### src/rtl/regfile_if.sv
// ---------------------------------------------------------------------------
// regfile_if: bus bundle between the pipeline and the architectural register
// file. The register file consumes the write request and the two read
// addresses, and returns the two read operands.
//
// Signals
//   RegWrite       master->slave  write enable (decoder enable)
//   WriteRegister  master->slave  5-bit write address
//   WriteData      master->slave  value to write
//   ReadRegister1  master->slave  read address, port 1
//   ReadRegister2  master->slave  read address, port 2
//   ReadData1      slave->master  contents of ReadRegister1
//   ReadData2      slave->master  contents of ReadRegister2
//
// Transfer semantics: there is no valid/ready pair. A write is taken on every
// rising clock edge where RegWrite=1; the slave can never stall it. Reads are
// purely combinational, so an address presented now gives data now.
// ---------------------------------------------------------------------------
interface regfile_if #(
  parameter int DATA_WIDTH = 64
);
  logic                  RegWrite;
  logic [4:0]            WriteRegister;
  logic [DATA_WIDTH-1:0] WriteData;
  logic [4:0]            ReadRegister1;
  logic [4:0]            ReadRegister2;
  logic [DATA_WIDTH-1:0] ReadData1;
  logic [DATA_WIDTH-1:0] ReadData2;

  modport master (
    output RegWrite, WriteRegister, WriteData, ReadRegister1, ReadRegister2,
    input  ReadData1, ReadData2
  );

  modport slave (
    input  RegWrite, WriteRegister, WriteData, ReadRegister1, ReadRegister2,
    output ReadData1, ReadData2
  );
endinterface

### src/rtl/regfile.sv
// ---------------------------------------------------------------------------
// regfile: 32-entry architectural register file, two combinational read ports
// and one synchronous write port. Entry 31 is the zero register (XZR): it has
// no storage, writes to it are dropped and it always reads 0.
//
// Also contains the 5:32 write-address decoder it is built around.
//
// Ports
//   clk    in  rising-edge clock
//   reset  in  asynchronous, active-high; clears X0..X30 immediately
//   bus    slave side of regfile_if (write request, read addresses/data)
//
// Parameters
//   DATA_WIDTH  width of each entry and of the data ports
//   NUM_REGS    entry count (32, tied to the 5-bit address)
//   BYPASS      1 = a read of the entry being written returns WriteData in the
//               same cycle; 0 = it returns the old value until the edge
// ---------------------------------------------------------------------------

// 5:32 one-hot decoder. With enable low the output is all zeros regardless of
// data_in, so an unknown write address cannot select an entry.
module decoder (
  input  logic        enable,
  input  logic [4:0]  data_in,
  output logic [31:0] data_out
);
  always_comb begin
    data_out = '0;
    if (enable) begin
      data_out[data_in] = 1'b1;
    end
  end
endmodule

module regfile #(
  parameter int DATA_WIDTH = 64,
  parameter int NUM_REGS   = 32,
  parameter int BYPASS     = 0
) (
  input  logic       clk,
  input  logic       reset,
  regfile_if.slave   bus
);
  localparam int ZERO_IDX = NUM_REGS - 1;

  logic [NUM_REGS-1:0]   wr_sel;
  logic [DATA_WIDTH-1:0] regs_q [NUM_REGS-1];
  logic [DATA_WIDTH-1:0] regs_d [NUM_REGS-1];
  logic [DATA_WIDTH-1:0] rd_view [NUM_REGS];
  logic                  byp_en;
  logic [DATA_WIDTH-1:0] rd1_d;
  logic [DATA_WIDTH-1:0] rd2_d;

  decoder u_dec (
    .enable   (bus.RegWrite),
    .data_in  (bus.WriteRegister),
    .data_out (wr_sel)
  );

  // Per-entry feedback mux: an entry reloads itself unless its decoder line
  // is high. The XZR line (wr_sel[ZERO_IDX]) has no entry to drive.
  always_comb begin
    for (int i = 0; i < NUM_REGS - 1; i++) begin
      regs_d[i] = wr_sel[i] ? bus.WriteData : regs_q[i];
    end
  end

  always_ff @(posedge clk or posedge reset) begin
    if (reset) begin
      for (int i = 0; i < NUM_REGS - 1; i++) begin
        regs_q[i] <= '0;
      end
    end else begin
      for (int i = 0; i < NUM_REGS - 1; i++) begin
        regs_q[i] <= regs_d[i];
      end
    end
  end

  // Read view: stored entries plus a hard zero in the XZR slot, so the read
  // mux covers all 32 addresses without a special case.
  always_comb begin
    for (int i = 0; i < NUM_REGS - 1; i++) begin
      rd_view[i] = regs_q[i];
    end
    rd_view[ZERO_IDX] = '0;
  end

  // Write-through applies only to a real write: not to XZR, and not while
  // reset holds the array (and the read ports) at zero.
  assign byp_en = (BYPASS != 0) && bus.RegWrite && !reset && !wr_sel[ZERO_IDX];

  always_comb begin
    rd1_d = rd_view[bus.ReadRegister1];
    rd2_d = rd_view[bus.ReadRegister2];
    if (byp_en && (bus.ReadRegister1 == bus.WriteRegister)) begin
      rd1_d = bus.WriteData;
    end
    if (byp_en && (bus.ReadRegister2 == bus.WriteRegister)) begin
      rd2_d = bus.WriteData;
    end
  end

  assign bus.ReadData1 = rd1_d;
  assign bus.ReadData2 = rd2_d;
endmodule
### src/flat_wrapper.sv
// flat-port wrapper written by rule: the top's interface ports become plain ports
module regfile_flat 
#(
  parameter int DATA_WIDTH = 64,
  parameter int NUM_REGS   = 32,
  parameter int BYPASS     = 0
)
  (clk, reset, bus_RegWrite, bus_WriteRegister, bus_WriteData, bus_ReadRegister1, bus_ReadRegister2, bus_ReadData1, bus_ReadData2);
  regfile_if #(.DATA_WIDTH(DATA_WIDTH)) bus_i ();
  input  logic clk;
  input  logic reset;
  input wire logic [$bits(bus_i.RegWrite)-1:0] bus_RegWrite;
  input wire logic [$bits(bus_i.WriteRegister)-1:0] bus_WriteRegister;
  input wire logic [$bits(bus_i.WriteData)-1:0] bus_WriteData;
  input wire logic [$bits(bus_i.ReadRegister1)-1:0] bus_ReadRegister1;
  input wire logic [$bits(bus_i.ReadRegister2)-1:0] bus_ReadRegister2;
  output wire logic [$bits(bus_i.ReadData1)-1:0] bus_ReadData1;
  output wire logic [$bits(bus_i.ReadData2)-1:0] bus_ReadData2;
  assign bus_i.RegWrite = bus_RegWrite;
  assign bus_i.WriteRegister = bus_WriteRegister;
  assign bus_i.WriteData = bus_WriteData;
  assign bus_i.ReadRegister1 = bus_ReadRegister1;
  assign bus_i.ReadRegister2 = bus_ReadRegister2;
  assign bus_ReadData1 = bus_i.ReadData1;
  assign bus_ReadData2 = bus_i.ReadData2;
  regfile #(.DATA_WIDTH(DATA_WIDTH), .NUM_REGS(NUM_REGS), .BYPASS(BYPASS)) u_core (.clk(clk), .reset(reset), .bus(bus_i));
endmodule
### config.mk
export PLATFORM = sky130hd
export DESIGN_NAME = regfile_flat
export DESIGN_NICKNAME = d
export VERILOG_FILES = /design/src/rtl/regfile_if.sv /design/src/rtl/regfile.sv /design/src/flat_wrapper.sv
export SDC_FILE = /design/constraint.sdc
export NUM_CORES = 2
export LEC_CHECK = 0
export CAP_MARGIN = 40
export CORE_MARGIN = 2
export CORE_UTILIZATION = 50
export DETAILED_ROUTE_END_ITERATION = 8
export PLACE_DENSITY = 0.63
export SLEW_MARGIN = 40
export SYNTH_ARGS = -nofsm -noshare
export SYNTH_HDL_FRONTEND = slang
export SYNTH_HIERARCHICAL = 1
export SYNTH_SLANG_ARGS = --single-unit
### constraint.sdc
create_clock -name clk -period 102.5 [get_ports clk]
set_input_delay 20.5 -clock clk [delete_from_list [all_inputs] [get_ports clk]]
set_output_delay 20.5 -clock clk [all_outputs]
set_load 0.02 [all_outputs]
==> flow_metrics.tcl <==
set metrics [dict create \
    status "finished clean" \
    post-route-util 0.557 \
    crit_path_end_kind "output port" \
    regToRegEndpoint "u_core/rd_view[1493]" \
    cts_buffer_depth 3 \
    crit_start "bus_ReadRegister2[1]" \
    fin_hold_ws_ps 524 \
    design.die.area_um2 216000 \
    numCtsBuffers 215 \
    die_x_um 465 \
    dr.pass1.iters 6 \
    pre_cts_ws_ps 55920 \
    cts_htree_levels 4 \
    skew_ps 0 \
    clock_tree.root_cell "clkbuf_16" \
    syn_inst 7494 \
    ys_warn_count 6 \
    p_per_area_nw_per_um2 19.9 \
    io_buffers 209 \
    fmax_ghz 0.0215 \
    grt.busiest_layer "met2" \
    gp_congestion 0.808 \
    hold_path.class "flop to flop" \
    start_kind "input port" \
    grt_overflow 0 \
    drc_errors 0 \
    avgViaCountPerCell 6.80 \
    setup_ws_ps 56030 \
    syn_to_final_growth_pct 10.9 \
    track_usage 0.320 \
    antenna_found_initial 32 \
    fp-row-count 169 \
    period_needed_ps 46470 \
    setup-tns-final_ps 0 \
    coreArea_um2 212000 \
    peakVddDrop_mv 0.0219 \
    nFillCells 17100 \
    leakage_nw 50.6 \
    finalHoldViolCount 0 \
    nets 7365 \
    num_io_pins 210 \
    worst_pin_slew_ps 999 \
    wl_mm 348 \
    rr_startpoint "u_core/rd_view[1493]" \
    first_iter_violations 6584 \
    cts.sinks 1984 \
    grt_setup_unrepaired "false" \
    setup_violations 0 \
    cp_data_arrival_time_ps 25970 \
    fin_crit_sh 0.453 \
    num_vias 69900 \
    largest_reg_flops 1984 \
    worstSkewPairLatency_ps 880 \
    cp_data_required_time_ps 82000 \
    grt_pass1_wl_mm 511 \
    cp_max_fo 83 \
    timing.slew.headroom 0.329 \
    die-height_um 465 \
    cts.repair.resized 0 \
    start_util 0.502 \
    cts_setup_buffers 0 \
    holdBufCountCts 0 \
    ff2ff_path_depth 1 \
    cap_violations 0 \
    syn_nets 7576 \
    drv_slew 0 \
    ant_nets 0 \
    layout-drive-gt1-share 0.483 \
    reg2reg_slack_ps 101680 \
    use_met3 0.0574 \
    path_clk_slew_ps 60 \
    grtUsageMet2 0.503 \
    grt_max_degree 127 \
    path_class "input port to output port" \
    grt_pass1_vias 71900 \
    netlist_area_um2 106000 \
    wl_per_cell_um 33.8 \
    syn_area_per_cell_um2 14.2 \
    grtUsageMet1 0.442 \
    cts_tree "yes" \
    dp_hpwl_mm 190 \
    endpoint "bus_ReadData2[44]" \
]
-- cells in the final DEF (no fill, tap or decap), drive strengths merged, types with 83 or more instances in the layout --
master / n
buf: 260
mux2: 2282
mux4: 640
a21oi: 180
clkdlybuf4s50: 135
nor2: 99
clkbuf: 322
dfrtp: 1984
mux2i: 510
o22ai: 169
nor2b: 83
-- worst max-delay path, cell delays in order --
cell,delay [ps]
buf_8,430
buf_6,630
buf_12,500
buf_16,370
buf_4,640
buf_4,660
mux2_2,290
o22ai_1,80
o31ai_1,320
a21oi_1,100
nor4_2,560
clkdlybuf4s50_1,720
-- metal layers --
layer / vias to the layer above / part of all wire
li1: 28300 / -
met1: 37900 / 0.42
met2: 2895 / 0.47
met3: 754 / 0.072
met4: 20 / 0.042
met5: - / 0.00033
-- how the worst min path moves through the flow --
stage | start | end | slack [ps] | cells after the start
detailed placement | u_core/rd_view[426] | u_core/rd_view[426] | 510 | 1
CTS | u_core/rd_view[426] | u_core/rd_view[426] | 520 | 1
global route | u_core/rd_view[884] | u_core/rd_view[884] | 540 | 1
floorplan | u_core/rd_view[1204] | u_core/rd_view[1204] | 490 | 1
finish | u_core/rd_view[1544] | u_core/rd_view[1544] | 520 | 1
global placement | u_core/rd_view[337] | u_core/rd_view[337] | 500 | 1
-- layout make-up --
class | count | area [um2] | area share
antenna | 10 | 25.0 | 0.000212
clock buffer | 320 | 6440 | 0.0546
tap | 2821 | 3530 | 0.0299
timing repair buffer | 397 | 3910 | 0.0331
multi-input combinational | 4684 | 53700 | 0.455
clock inverter | 65 | 773 | 0.00655
inverter | 1 | 16.3 | 0.000138
sequential | 1984 | 49600 | 0.421
-- power breakdown --
group | total [W] | internal [W] | switching [W]
logic | 0.000492 | 0.000287 | 0.000205
registers | 0.00106 | 0.000938 | 0.000118
clock network | 0.000798 | 0.000469 | 0.000329
-- stage by stage --
stage	area, um2	power (W)	cells
final	118000	0.00235	10300
after global placement	110000	0.00153	9867
after floorplan	106000	0.00141	7494
after CTS	118000	0.00235	10300
after detailed placement	111000	0.00155	9884
after global routing	118000	0.00245	10300
(Power assumes the default switching activity.)
